[src/rtl/muldiv_ctrl_if.sv]
// Command, unit-control and HI/LO signals between the CPU control unit, muldiv_ctrl and the shared mult/div units.
// slave is the sequencer view; master is the mirror seen by the control unit and the arithmetic units.
interface muldiv_ctrl_if;
  logic        op_valid;
  logic        op_sel;
  logic [31:0] rs_val;
  logic [31:0] rt_val;
  logic        op_ready;
  logic        busy;
  logic        done;
  logic        div_zero;
  logic        timeout_err;
  logic [31:0] unit_a;
  logic [31:0] unit_b;
  logic        mult_rst;
  logic        div_rst;
  logic        mult_start;
  logic        div_start;
  logic        mult_done;
  logic        div_done;
  logic [31:0] mult_hi;
  logic [31:0] mult_lo;
  logic [31:0] div_hi;
  logic [31:0] div_lo;
  logic        hilo_we;
  logic        hilo_sel;
  logic [31:0] hilo_wdata;
  logic [31:0] hi_out;
  logic [31:0] lo_out;

  modport slave (
    input  op_valid, op_sel, rs_val, rt_val,
    input  mult_done, div_done, mult_hi, mult_lo, div_hi, div_lo,
    input  hilo_we, hilo_sel, hilo_wdata,
    output op_ready, busy, done, div_zero, timeout_err,
    output unit_a, unit_b, mult_rst, div_rst, mult_start, div_start,
    output hi_out, lo_out
  );

  modport master (
    output op_valid, op_sel, rs_val, rt_val,
    output mult_done, div_done, mult_hi, mult_lo, div_hi, div_lo,
    output hilo_we, hilo_sel, hilo_wdata,
    input  op_ready, busy, done, div_zero, timeout_err,
    input  unit_a, unit_b, mult_rst, div_rst, mult_start, div_start,
    input  hi_out, lo_out
  );
endinterface

[src/rtl/muldiv_ctrl.sv]
// MULT/DIV sequencer owning HI/LO: accept -> clear unit -> start -> wait (bounded by TIMEOUT) -> commit; one op in flight.
// Latency: unit latency + 3 cycles to the done pulse; backpressure: op_ready only in IDLE, HI/LO writes dropped while busy.
module muldiv_ctrl #(
  parameter int unsigned TIMEOUT = 40
) (
  input logic          clk,
  input logic          reset,
  muldiv_ctrl_if.slave bus
);

  localparam logic [2:0] S_IDLE   = 3'd0;
  localparam logic [2:0] S_CLR    = 3'd1;
  localparam logic [2:0] S_START  = 3'd2;
  localparam logic [2:0] S_WAIT   = 3'd3;
  localparam logic [2:0] S_COMMIT = 3'd4;
  localparam logic [2:0] S_ABORT  = 3'd5;

  localparam logic [6:0] TMO = 7'(TIMEOUT);

  logic [2:0]  state_q, state_d;
  logic        sel_q, sel_d;
  logic [31:0] unit_a_q, unit_a_d;
  logic [31:0] unit_b_q, unit_b_d;
  logic [31:0] hi_q, hi_d;
  logic [31:0] lo_q, lo_d;
  logic [6:0]  cnt_q, cnt_d;
  logic        mult_rst_q, mult_rst_d;
  logic        div_rst_q, div_rst_d;
  logic        mult_start_q, mult_start_d;
  logic        div_start_q, div_start_d;
  logic        done_q, done_d;
  logic        div_zero_q, div_zero_d;
  logic        timeout_err_q, timeout_err_d;

  // The unselected unit's done and results are never looked at.
  logic        unit_done;
  logic [31:0] unit_hi;
  logic [31:0] unit_lo;

  assign unit_done = sel_q ? bus.div_done : bus.mult_done;
  assign unit_hi   = sel_q ? bus.div_hi   : bus.mult_hi;
  assign unit_lo   = sel_q ? bus.div_lo   : bus.mult_lo;

  always_comb begin
    state_d       = state_q;
    sel_d         = sel_q;
    unit_a_d      = unit_a_q;
    unit_b_d      = unit_b_q;
    hi_d          = hi_q;
    lo_d          = lo_q;
    cnt_d         = cnt_q;
    mult_rst_d    = 1'b0;
    div_rst_d     = 1'b0;
    mult_start_d  = 1'b0;
    div_start_d   = 1'b0;
    done_d        = 1'b0;
    div_zero_d    = 1'b0;
    timeout_err_d = 1'b0;

    case (state_q)
      S_IDLE: begin
        if (bus.hilo_we) begin
          if (bus.hilo_sel) hi_d = bus.hilo_wdata;
          else              lo_d = bus.hilo_wdata;
        end
        if (bus.op_valid) begin
          unit_a_d = bus.rs_val;
          unit_b_d = bus.rt_val;
          sel_d    = bus.op_sel;
          if (bus.op_sel && (bus.rt_val == 32'd0)) begin
            div_zero_d = 1'b1;
          end else begin
            state_d    = S_CLR;
            mult_rst_d = ~bus.op_sel;
            div_rst_d  = bus.op_sel;
          end
        end
      end
      S_CLR: begin
        state_d      = S_START;
        mult_start_d = ~sel_q;
        div_start_d  = sel_q;
      end
      S_START: begin
        state_d = S_WAIT;
        cnt_d   = 7'd0;
      end
      S_WAIT: begin
        cnt_d = cnt_q + 7'd1;
        if (unit_done) begin
          hi_d    = unit_hi;
          lo_d    = unit_lo;
          done_d  = 1'b1;
          state_d = S_COMMIT;
        end else if (cnt_d == TMO) begin
          // Reset the stuck unit during ABORT so its state is clean for the next op.
          mult_rst_d    = ~sel_q;
          div_rst_d     = sel_q;
          timeout_err_d = 1'b1;
          state_d       = S_ABORT;
        end
      end
      S_COMMIT: state_d = S_IDLE;
      S_ABORT:  state_d = S_IDLE;
      default:  state_d = S_IDLE;
    endcase
  end

  always_ff @(posedge clk or negedge reset) begin
    if (!reset) begin
      state_q       <= S_IDLE;
      sel_q         <= 1'b0;
      unit_a_q      <= 32'd0;
      unit_b_q      <= 32'd0;
      hi_q          <= 32'd0;
      lo_q          <= 32'd0;
      cnt_q         <= 7'd0;
      mult_rst_q    <= 1'b0;
      div_rst_q     <= 1'b0;
      mult_start_q  <= 1'b0;
      div_start_q   <= 1'b0;
      done_q        <= 1'b0;
      div_zero_q    <= 1'b0;
      timeout_err_q <= 1'b0;
    end else begin
      state_q       <= state_d;
      sel_q         <= sel_d;
      unit_a_q      <= unit_a_d;
      unit_b_q      <= unit_b_d;
      hi_q          <= hi_d;
      lo_q          <= lo_d;
      cnt_q         <= cnt_d;
      mult_rst_q    <= mult_rst_d;
      div_rst_q     <= div_rst_d;
      mult_start_q  <= mult_start_d;
      div_start_q   <= div_start_d;
      done_q        <= done_d;
      div_zero_q    <= div_zero_d;
      timeout_err_q <= timeout_err_d;
    end
  end

  assign bus.op_ready    = (state_q == S_IDLE);
  assign bus.busy        = (state_q != S_IDLE);
  assign bus.done        = done_q;
  assign bus.div_zero    = div_zero_q;
  assign bus.timeout_err = timeout_err_q;
  assign bus.unit_a      = unit_a_q;
  assign bus.unit_b      = unit_b_q;
  assign bus.mult_rst    = mult_rst_q;
  assign bus.div_rst     = div_rst_q;
  assign bus.mult_start  = mult_start_q;
  assign bus.div_start   = div_start_q;
  assign bus.hi_out      = hi_q;
  assign bus.lo_out      = lo_q;

endmodule

[src/flat_wrapper.sv]
// flat-port wrapper written by rule: the top's interface ports become plain ports
module muldiv_ctrl_flat 
#(
  parameter int unsigned TIMEOUT = 40
)
  (clk, reset, bus_op_valid, bus_op_sel, bus_rs_val, bus_rt_val, bus_mult_done, bus_div_done, bus_mult_hi, bus_mult_lo, bus_div_hi, bus_div_lo, bus_hilo_we, bus_hilo_sel, bus_hilo_wdata, bus_op_ready, bus_busy, bus_done, bus_div_zero, bus_timeout_err, bus_unit_a, bus_unit_b, bus_mult_rst, bus_div_rst, bus_mult_start, bus_div_start, bus_hi_out, bus_lo_out);
  muldiv_ctrl_if bus_i ();
  input logic clk;
  input logic reset;
  input wire logic [$bits(bus_i.op_valid)-1:0] bus_op_valid;
  input wire logic [$bits(bus_i.op_sel)-1:0] bus_op_sel;
  input wire logic [$bits(bus_i.rs_val)-1:0] bus_rs_val;
  input wire logic [$bits(bus_i.rt_val)-1:0] bus_rt_val;
  input wire logic [$bits(bus_i.mult_done)-1:0] bus_mult_done;
  input wire logic [$bits(bus_i.div_done)-1:0] bus_div_done;
  input wire logic [$bits(bus_i.mult_hi)-1:0] bus_mult_hi;
  input wire logic [$bits(bus_i.mult_lo)-1:0] bus_mult_lo;
  input wire logic [$bits(bus_i.div_hi)-1:0] bus_div_hi;
  input wire logic [$bits(bus_i.div_lo)-1:0] bus_div_lo;
  input wire logic [$bits(bus_i.hilo_we)-1:0] bus_hilo_we;
  input wire logic [$bits(bus_i.hilo_sel)-1:0] bus_hilo_sel;
  input wire logic [$bits(bus_i.hilo_wdata)-1:0] bus_hilo_wdata;
  output wire logic [$bits(bus_i.op_ready)-1:0] bus_op_ready;
  output wire logic [$bits(bus_i.busy)-1:0] bus_busy;
  output wire logic [$bits(bus_i.done)-1:0] bus_done;
  output wire logic [$bits(bus_i.div_zero)-1:0] bus_div_zero;
  output wire logic [$bits(bus_i.timeout_err)-1:0] bus_timeout_err;
  output wire logic [$bits(bus_i.unit_a)-1:0] bus_unit_a;
  output wire logic [$bits(bus_i.unit_b)-1:0] bus_unit_b;
  output wire logic [$bits(bus_i.mult_rst)-1:0] bus_mult_rst;
  output wire logic [$bits(bus_i.div_rst)-1:0] bus_div_rst;
  output wire logic [$bits(bus_i.mult_start)-1:0] bus_mult_start;
  output wire logic [$bits(bus_i.div_start)-1:0] bus_div_start;
  output wire logic [$bits(bus_i.hi_out)-1:0] bus_hi_out;
  output wire logic [$bits(bus_i.lo_out)-1:0] bus_lo_out;
  assign bus_i.op_valid = bus_op_valid;
  assign bus_i.op_sel = bus_op_sel;
  assign bus_i.rs_val = bus_rs_val;
  assign bus_i.rt_val = bus_rt_val;
  assign bus_i.mult_done = bus_mult_done;
  assign bus_i.div_done = bus_div_done;
  assign bus_i.mult_hi = bus_mult_hi;
  assign bus_i.mult_lo = bus_mult_lo;
  assign bus_i.div_hi = bus_div_hi;
  assign bus_i.div_lo = bus_div_lo;
  assign bus_i.hilo_we = bus_hilo_we;
  assign bus_i.hilo_sel = bus_hilo_sel;
  assign bus_i.hilo_wdata = bus_hilo_wdata;
  assign bus_op_ready = bus_i.op_ready;
  assign bus_busy = bus_i.busy;
  assign bus_done = bus_i.done;
  assign bus_div_zero = bus_i.div_zero;
  assign bus_timeout_err = bus_i.timeout_err;
  assign bus_unit_a = bus_i.unit_a;
  assign bus_unit_b = bus_i.unit_b;
  assign bus_mult_rst = bus_i.mult_rst;
  assign bus_div_rst = bus_i.div_rst;
  assign bus_mult_start = bus_i.mult_start;
  assign bus_div_start = bus_i.div_start;
  assign bus_hi_out = bus_i.hi_out;
  assign bus_lo_out = bus_i.lo_out;
  muldiv_ctrl #(.TIMEOUT(TIMEOUT)) u_core (.clk(clk), .reset(reset), .bus(bus_i));
endmodule
[config.mk]
export PLATFORM = sky130hd
export DESIGN_NAME = muldiv_ctrl_flat
export DESIGN_NICKNAME = d
export VERILOG_FILES = /design/src/rtl/muldiv_ctrl_if.sv /design/src/rtl/muldiv_ctrl.sv /design/src/flat_wrapper.sv
export SDC_FILE = /design/constraint.sdc
export NUM_CORES = 1
export LEC_CHECK = 0
export CAP_MARGIN = 20
export CORE_ASPECT_RATIO = 0.9
export CORE_MARGIN = 2
export CORE_UTILIZATION = 30
export CTS_BUF_LIST = sky130_fd_sc_hd__clkbuf_2 sky130_fd_sc_hd__clkbuf_4 sky130_fd_sc_hd__clkbuf_8
export DETAILED_ROUTE_END_ITERATION = 8
export GPL_TIMING_DRIVEN = 1
export PLACE_DENSITY = 0.68
export RECOVER_POWER = 25
export SLEW_MARGIN = 20
export SYNTH_ARGS = -nofsm -noshare
export SYNTH_HDL_FRONTEND = slang
export SYNTH_SLANG_ARGS = --single-unit
[constraint.sdc]
create_clock -name clk -period 2.1 [get_ports clk]
set_input_delay 0.21 -clock clk [delete_from_list [all_inputs] [get_ports clk]]
set_output_delay 0.21 -clock clk [all_outputs]
set_load 0.05 [all_outputs]
# Yosys cells after proc, flatten, opt, wreduce, memory -nomap -nowiden
# Cells that the tools add are included.
[classes]
add_sub_neg = 1
n_eq_ne = 11
mux = 37
bitwise = 2
reduce_logical = 10
[op_table]
columns = ["operator", "count"]
rows = [
  ["$mux 32", 8],
  ["$pmux 32 s2", 2],
  ["$logic_not 32->1", 1],
  ["$mux 1", 19],
  ["$pmux 7 s2", 1],
  ["$mux 3", 4],
  ["$pmux 3 s4", 1],
  ["$ne 2x2->1 const B", 5],
  ["$reduce_and 4->1", 2],
  ["$add 7x1->7 const B", 1],
  ["$eq 7x6->1 const B", 1],
  ["$eq 3x2->1 const B", 2],
  ["$pmux 1 s2", 2],
  ["$reduce_bool 2->1", 2],
  ["$eq 3x1->1 const B", 1],
  ["$logic_not 3->1", 1],
  ["$ne 3x1->1 const B", 1],
  ["$reduce_and 3->1", 1],
  ["$reduce_bool 3->1", 1],
  ["$ne 2x1->1 const B", 1],
  ["$not 1->1", 2],
  ["$reduce_and 2->1", 1],
  ["$logic_and 1x1->1", 1],
]
[word_totals]
register_bits = 146
input_bits = 232
output_inout_bits = 137
word_cells = 75

# Depth between registers and ports, before layout
# Gate-level depths: netlist of run 1.
[logic_depth]
depth_word = 5
depth_mapped = 8
depth_no_buf = 5

# Worst setup path before layout of run 1
# No wires, ideal clock.
[synth_timing]
kind = "register to register"
from = "reg u_core.state_q[1]"
to = "reg u_core.lo_q[10] (netlist: u_core.bus.lo_out[10])"
setup_ps = 126
arrival_ps = 1752
t_required_ps = 1974
setup_slack_ps = 222
stages_incl_launch_ff = 7
path_buffers = 2
period_less_slack_ps = 1878
cell_sequence = "dfrtp_1 buf_6 nor3_4 and3b_1 o21ai_4 buf_6 mux2i_1"
[synth_between]
elab_chain_len = 3
elab_cells_between_ends = 8
classes_between = "eq/ne: 4; mux: 1; reduce/logical: 3"
[synth_rtl]
columns = ["element", "line_no", "source"]
rows = [
  ["start, declared", "muldiv_ctrl.sv:20", "logic [2:0] state_q, state_d;"],
  ["start signal, assigned", "muldiv_ctrl.sv:126", "state_q <= state_d;"],
  ["$logic_not 3->1 (*)", "n/a", ""],
  ["net bus_op_ready", "flat_wrapper.sv:23", "output wire logic [$bits(bus_i.op_ready)-1:0] bus_op_ready;"],
  ["$ne 2x2->1 (no line) / $reduce_bool 2->1 (equally long branches)", "n/a", ""],
  ["$reduce_and 4->1 (no line)", "n/a", ""],
  ["end signal, assigned", "muldiv_ctrl.sv:131", "lo_q <= lo_d;"],
  ["end, declared", "muldiv_ctrl.sv:25", "logic [31:0] lo_q, lo_d;"],
]
# Mark *: on every way through the listed nets, which the timed path passes. The rest lies on a longest branch.
# A chain may end at the register's enable or synchronous reset.

# Worst setup path after layout of run 1
[layout_timing]
from = "reg u_core.state_q[1]"
to = "out bus_busy"
[layout_between]
elab_chain_len = 1
[layout_rtl]
columns = ["element", "line_no", "source"]
rows = [
  ["$reduce_bool 3->1", "muldiv_ctrl.sv:144", "assign bus.busy = (state_q != S_IDLE);"],
  ["end, declared", "flat_wrapper.sv:24", "output wire logic [$bits(bus_i.busy)-1:0] bus_busy;"],
]
# No other way between the ends.

==> results_tabular.tex, run 1 <==
\begin{tabular}{lr}
\hline
Metric & Value \\
\hline
\multicolumn{2}{l}{\textbf{Status}} \\
\quad Run status & finished clean \\
\multicolumn{2}{l}{\textbf{Final layout}} \\
\quad Synthesis-to-finish area growth & 60.28\% \\
\quad Antenna diode count & 0 \\
\quad Final core occ & 48.70\% \\
\quad Number of fill cells & 2,296 \\
\quad Final cell count without fillers & 1,479 \\
\quad Final layout net count & 1,392 \\
\quad Layout cells sized above 1 & 5.380\% \\
\multicolumn{2}{l}{\textbf{Clocking}} \\
\quad H-tree lvl count & 4 \\
\quad Maximum count of clock buffers along a single path & 2 \\
\quad Clock sinks & 146 \\
\quad CTS buffer count & 17 \\
\quad Clock-pin transition on the worst setup and hold timing paths & 100 ps \\
\quad Clock Root Buffer & clkbuf\_8 \\
\quad Insertion delay to the later sink of the worst-skew pair & 460 ps \\
\quad CTS tree & done \\
\quad Setup Fix Bufs, Post-CTS & 0 \\
\multicolumn{2}{l}{\textbf{Global route}} \\
\quad First-pass GRT wire length & 37.05 mm \\
\quad Global-route total usage across every layer & 18.32\% \\
\quad Number of global-route vias before repair & 6,846 \\
\quad Initial antenna violation count & 0 \\
\quad Aggregate global routing overflow & 0 \\
\quad Maximum number of pins on one net before global-route repair & 107 \\
\multicolumn{2}{l}{\textbf{Floorplan}} \\
\quad Floorplan die area & 25,770 µm² \\
\quad Row count & 54 \\
\quad Width of the chip & 169.0 µm \\
\quad Core Footprint & 24,190 µm² \\
\quad Ports & 369 \\
\quad Vert. Die Dim & 152.5 µm \\
\quad Initial Utilization & 30.38\% \\
\multicolumn{2}{l}{\textbf{Route}} \\
\quad Detailed-route via count & 6,815 \\
\quad Number of antenna-violating nets in the routed design & 0 \\
\quad Pre-Repair DR Iteration Count & 6 \\
\quad Drt drc & 0 \\
\quad Wire length reported by the detailed router & 23.83 mm \\
\quad Routed length per instance & 16.11 µm \\
\quad First DRT Iteration DRCs & 321 \\
\quad Vias per Instance & 4.608 \\
\multicolumn{2}{l}{\textbf{Synthesis}} \\
\quad Number of cells produced by synthesis & 808 \\
\quad Number of distinct library cells after synthesis & 43 \\
\quad Synth area leader & dfrtp\_1 \\
\quad Post-synth top cells & nand2\_1, dfrtp\_1, mux2i\_1 \\
\quad FFs w/ async S/R, synth & 100.0\% \\
\quad Most area-consuming cells after synthesis & dfrtp\_1, nand2\_1, mux2i\_1 \\
\quad Number of synthesized flops with an enable pin & 0 \\
\quad Warning count from the yosys run & 0 \\
\quad Flop and latch count out of synthesis & 146 \\
\quad Proportion of netlist area held by the largest area contributor & 49.71\% \\
\quad Per-instance average area after synthesis & 9.096 µm² \\
\quad Cell area after technology mapping & 7350 µm² \\
\quad Share of the yosys chip area belonging to registers & 49.71\% \\
\quad Top-count cell post-synth & nand2\_1 \\
\quad Total nets after synthesis & 1,042 \\
\quad Main synth FF type & dfrtp\_1 \\
\multicolumn{2}{l}{\textbf{Placed design}} \\
\quad Post-DP HPWL & 18.14 mm \\
\quad Count of buffers from port buffering & 368 \\
\quad Number of cells in the design after placement & 1,446 \\
\quad Routability congestion estimate from global placement & 0.8309 \\
\multicolumn{2}{l}{\textbf{Timing}} \\
\quad Slew at the pin with the worst max-slew slack & 1302 ps \\
\quad Final critical path time including I/O delays and setup & 1889 ps \\
\quad Clk\_skew & 11.21 ps \\
\quad Max Transition Viols Final & 0 \\
\quad Total Negative Setup Slacks & 0 ps \\
\quad Setup repair after global routing missed its margin & false \\
\quad Peak clock frequency supported by timing & 0.5293 GHz \\
\quad Relative slew slack & 13.19\% \\
\quad Final count of negative-setup-slack endpoints & 0 \\
\quad Portion of the clock cycle consumed by the worst path in the final layout & 89.97\% \\
\quad Number of hold violations in the final report & 0 \\
\multicolumn{2}{l}{\textbf{Power}} \\
\quad Leak pwr & 5.284 nW \\
\quad Ratio of total power to cell area & 1640 nW/µm² \\
\quad Total power consumption of the routed design & 0.01932 W \\
\quad Worst voltage drop across the vdd grid & 0.001042 V \\
\multicolumn{2}{l}{\textbf{Worst setup path}} \\
\quad Setup CP Type & flop to primary output \\
\quad Type of destination of the critical path & primary output \\
\quad Kind of start point of the critical path & flop \\
\quad Signal arrival time at the worst endpoint & 1680 ps \\
\quad Required @ worst endpoint & 1890 ps \\
\quad Max FO, Critical Path & 8 \\
\multicolumn{2}{l}{\textbf{Run}} \\
\quad Number of maximum-capacitance violations & 0 \\
\multicolumn{2}{l}{\textbf{Worst hold path}} \\
\quad Class of the tightest hold or removal check & input pin to flop \\
\hline
\end{tabular}
[per-stage QoR]
step / cell area (µm²) / hold slack (ps) / setup WS [ps]
CTS: 11800 / 227.7 / 160.5
global placement: 11360 / 196.7 / 220.7
global route: 11780 / 223.9 / 3.260
detailed placement: 11360 / 204.2 / 271.5
finish: 11780 / 269.3 / 210.7
floorplan: 7350 / -85.59 / 222.0
[worst max-delay path: stages, from the launching register on]
cell	delay, ps
dfrtp_1	540
nor3_4	80
inv_1	70
dlygate4sd2_1	540
[power by group]
| part | internal (W) | total (W) | switching, W | leakage, nW |
|---|---|---|---|---|
| clock | 0.00122 | 0.00246 | 0.00124 | 0.222 |
| combinational | 0.00417 | 0.0120 | 0.00781 | 3.27 |
| sequential | 0.00412 | 0.00488 | 0.000758 | 1.80 |
[layout by cell type (no fill, tap or decap), types with 3 or more instances in the layout]
master	instances
nor2_1	5
clkbuf_8	17
buf_12	8
bufinv_16	3
nand2_1	271
a21oi_1	4
dfrtp_1	145
nor4_1	9
nor3_1	6
o211ai_1	4
o21ai_0	91
o31ai_1	33
buf_4	10
clkdlybuf4s50_1	365
o21ai_1	13
inv_8	3
mux2i_1	97
inv_6	6
inv_1	35
[path summary, 6_finish.rpt]
kind                            depth (start not counted)  slack [ps]                   from                    end
worst max register to register                          5         210        u_core.cnt_q[0]     u_core.bus.div_rst
min in group asynchronous                               2         580                  reset  u_core.bus.hi_out[30]
max in group asynchronous                               3         460                  reset   u_core.bus.lo_out[3]
worst min-delay path                                    3         270         bus_rs_val[18]  u_core.bus.unit_a[18]
worst max-delay path                                    3         210      u_core.state_q[1]               bus_busy
worst min register to register                          2         480  u_core.bus.unit_a[28]  u_core.bus.unit_a[28]
[kinds of logic after synthesis]
kind of cell / Yosys count / share of synthesized area, %
simple gates: 311 / 17.26
compound gates: 158 / 12.94
flops: 146 / 49.71
mux: 98 / 13.36
buf+inv: 92 / 6.265
fa+ha+maj: 2 / 0.3404
xor+xnor: 1 / 0.1192
[final cells by class]
class                      count  area [µm²]  area share [%]
inverter                      35       131.4           1.115
clock inverter                15       195.2           1.657
tap                          308       385.4           3.271
multi-input combinational    570        3248           27.57
sequential                   146        3657           31.05
clock buffer                  17       234.0           1.986
timing repair buffer         388        3929           33.35
[layer usage]
metal	GRT usage (%)	vias up	routed length [µm]
li1	-	3429	-
met1	21.89	3105	9783
met2	31.13	259	11530
met3	6.961	22	2159
met4	4.599	0	356
met5	0	-	0
[flip-flops by register name, indices dropped and copies added, names as in the netlist]
register,flops
u_core.bus.done,1
u_core.bus.timeout_err,1
u_core.bus.unit_a,32
u_core.bus.unit_b,32
u_core.sel_q,1
u_core.cnt_q,7
u_core.bus.mult_start,1
u_core.bus.lo_out,32
u_core.state_q,3
u_core.bus.div_zero,1
u_core.bus.div_rst,1
u_core.bus.div_start,1
u_core.bus.hi_out,32
u_core.bus.mult_rst,1
[what timing repair did]
item                                    CTS  global route
hold buffers                              1             0
endpoints found under the setup margin    1             0
gates resized for setup                   1             0
hold endpoints to repair                 47             0
Note: power is estimated with default switching activity, not from simulation.
==> run 2: changes to the inputs <==
--- a/config.mk
+++ b/config.mk
@@ -14,6 +14,7 @@
 export GPL_TIMING_DRIVEN = 1
 export PLACE_DENSITY = 0.68
 export RECOVER_POWER = 25
+export REMOVE_ABC_BUFFERS = 1
 export SLEW_MARGIN = 20
 export SYNTH_ARGS = -nofsm -noshare
 export SYNTH_HDL_FRONTEND = slang
==> run 2 against run 1 <==
Die area is the same. Worst hold slack better by 19 ps. Largest power group unchanged. Clock-buffer cell count grew 2. Fmax down 2.8%. Highest routed layer unchanged. Core utilization barely moved. Critical endpoint unchanged.
==> results_tabular.tex, run 2 (synthesis gave the netlist of run 1 again) <==
\begin{tabular}{lr}
\hline
Metric & Value \\
\hline
\multicolumn{2}{l}{\textbf{Status}} \\
\quad Run status & finished clean \\
\multicolumn{2}{l}{\textbf{Global route}} \\
\quad Aggregate global routing overflow & 0 \\
\quad Initial antenna violation count & 1 \\
\quad First-pass GRT wire length & 38.04 mm \\
\quad Maximum number of pins on one net before global-route repair & 67 \\
\quad Number of global-route vias before repair & 6,938 \\
\quad Global-route total usage across every layer & 18.76\% \\
\multicolumn{2}{l}{\textbf{Timing}} \\
\quad Setup repair after global routing missed its margin & false \\
\quad Final critical path time including I/O delays and setup & 1945 ps \\
\quad Slew at the pin with the worst max-slew slack & 1279 ps \\
\quad Portion of the clock cycle consumed by the worst path in the final layout & 92.60\% \\
\quad Clk\_skew & 9.982 ps \\
\quad Max Transition Viols Final & 0 \\
\quad Setup WS post-layout & 155.5 ps \\
\quad Number of hold violations in the final report & 0 \\
\quad Final count of negative-setup-slack endpoints & 0 \\
\quad Relative slew slack & 14.73\% \\
\quad Peak clock frequency supported by timing & 0.5143 GHz \\
\quad Minimum hold slack & 288.3 ps \\
\multicolumn{2}{l}{\textbf{Worst setup path}} \\
\quad Kind of start point of the critical path & flop \\
\quad Setup CP Type & flop to primary output \\
\quad Type of destination of the critical path & primary output \\
\quad Max FO, Critical Path & 8 \\
\quad Startpoint of the most critical setup path & u\_core.state\_q[1] \\
\quad Reg2reg end & u\_core.bus.div\_rst \\
\quad R2R Path Start & u\_core.cnt\_q[0] \\
\quad Worst reg-to-reg path cell count & 5 \\
\quad Signal arrival time at the worst endpoint & 1730 ps \\
\quad Slack of the worst reg-to-reg path & 250 ps \\
\quad Critical Path Sink & bus\_busy \\
\quad Required @ worst endpoint & 1890 ps \\
\multicolumn{2}{l}{\textbf{Clocking}} \\
\quad CTS tree & done \\
\quad H-tree lvl count & 4 \\
\quad Maximum count of clock buffers along a single path & 2 \\
\quad Clock sinks & 146 \\
\quad Insertion delay to the later sink of the worst-skew pair & 440 ps \\
\quad Clock Root Buffer & clkbuf\_8 \\
\quad CTS buffer count & 17 \\
\quad Clock-pin transition on the worst setup and hold timing paths & 90 ps \\
\multicolumn{2}{l}{\textbf{Placed design}} \\
\quad Count of buffers from port buffering & 368 \\
\quad Routability congestion estimate from global placement & 0.8248 \\
\quad Post-place setup slack & 240.8 ps \\
\quad Post-DP HPWL & 18.29 mm \\
\multicolumn{2}{l}{\textbf{Final layout}} \\
\quad Most common cell after layout, fill and taps aside & clkdlybuf4s50\_1 \\
\quad Number of fill cells & 2,349 \\
\quad Most frequent cells in the layout & clkdlybuf4s50\_1, nand2\_1, dfrtp\_1 \\
\quad Final layout net count & 1,390 \\
\quad Synthesis-to-finish area growth & 60.18\% \\
\quad Layout cells sized above 1 & 5.218\% \\
\multicolumn{2}{l}{\textbf{Power}} \\
\quad Ratio of total power to cell area & 1628 nW/µm² \\
\quad Total power consumption of the routed design & 0.01916 W \\
\quad Leak pwr & 5.263 nW \\
\quad Worst voltage drop across the vdd grid & 0.0009410 V \\
\multicolumn{2}{l}{\textbf{Run}} \\
\quad Number of maximum-capacitance violations & 0 \\
\multicolumn{2}{l}{\textbf{Worst hold path}} \\
\quad Class of the tightest hold or removal check & input pin to flop \\
\multicolumn{2}{l}{\textbf{Route}} \\
\quad Drt drc & 0 \\
\quad Pre-Repair DR Iteration Count & 4 \\
\quad First DRT Iteration DRCs & 377 \\
\quad Vias per Instance & 4.649 \\
\quad Detailed-route via count & 6,871 \\
\quad Routed length per instance & 16.39 µm \\
\quad Number of antenna-violating nets in the routed design & 0 \\
\quad Wire length reported by the detailed router & 24.22 mm \\
\multicolumn{2}{l}{\textbf{Floorplan}} \\
\quad Initial Utilization & 30.38\% \\
\quad Vert. Die Dim & 152.5 µm \\
\quad Core Footprint & 24,190 µm² \\
\quad Floorplan die area & 25,770 µm² \\
\quad Width of the chip & 169.0 µm \\
\quad Row count & 54 \\
\quad Ports & 369 \\
\hline
\end{tabular}
==> run 2: changes by cell type in the layout (fill, tap and decap cells not counted), moves of 2 or more <==
cell | previous run | this run
buf_12 | 8 | 12
buf_4 | 10 | 6
clkbuf_8 | 17 | 19
clkinvlp_4 | 0 | 2
inv_6 | 6 | 4
inv_8 | 3 | 1
bufinv_16 | 3 | 1
==> run 2: worst min path at each step <==
stage / from / to / slack [ps] / depth (start not counted)
2_1_floorplan: reset / u_core.bus.div_rst / -90 / 0
3_3_place_gp: reset / u_core.bus.unit_b[31] / 180 / 1
3_5_place_dp: reset / u_core.bus.unit_b[31] / 180 / 1
4_1_cts: bus_rs_val[20] / u_core.bus.unit_a[20] / 240 / 3
5_1_grt: bus_rs_val[0] / u_core.bus.unit_a[0] / 240 / 3
6_report: bus_rs_val[20] / u_core.bus.unit_a[20] / 290 / 3
==> run 2: stage by stage <==
| step | util (%) | instances | TNS [ps] | instance area, µm² |
|---|---|---|---|---|
| finish | 48.67 | 1478 | 0 | 11770 |
| global route | 48.66 | 1477 | 0 | 11770 |
| CTS | 48.69 | 1477 | 0 | 11780 |
| detailed placement | 47.06 | 1444 | 0 | 11380 |
| global placement | 47.06 | 1444 | 0 | 11380 |
| floorplan | - | 751 | -177730 | 7020 |
==> run 2: cell type report <==
class | count | area (µm²) | share of cell area, %
multi-input combinational | 570 | 3248 | 27.59
clock buffer | 19 | 261.5 | 2.221
sequential | 146 | 3657 | 31.07
clock inverter | 13 | 123.9 | 1.052
antenna | 1 | 2.502 | 0.02126
tap | 308 | 385.4 | 3.273
inverter | 35 | 131.4 | 1.116
timing repair buffer | 386 | 3963 | 33.66
==> run 2: worst max-delay path, stage by stage (launching register included) <==
cell and delay, ps:
dfrtp_1 500, nor3_4 320, inv_1 60, dlygate4sd2_1 420
==> run 2: repair_timing <==
item / CTS / global route
endpoints found under the setup margin: 1 / 0
hold buffers: 1 / 0
hold endpoints to repair: 44 / 0
buffers inserted: 0 / 0
resized for setup: 1 / 0
==> run 2: power by group <==
part	total (W)	internal, W	switching, W
Combinational	0.0121	0.00423	0.00787
Sequential	0.00486	0.00412	0.000744
Clock	0.00220	0.00102	0.00117
Total	0.0192	0.00938	0.00979
==> run 2: routing by layer <==
| layer | global-route usage (%) | vias up | wire [µm] |
|---|---|---|---|
| met2 | 31.81 | 171 | 12020 |
| met4 | 4.314 | 0 | 314 |
| met3 | 5.013 | 19 | 1308 |
| met5 | 0 | - | 0 |
| met1 | 23.97 | 3272 | 10580 |
| li1 | - | 3409 | - |
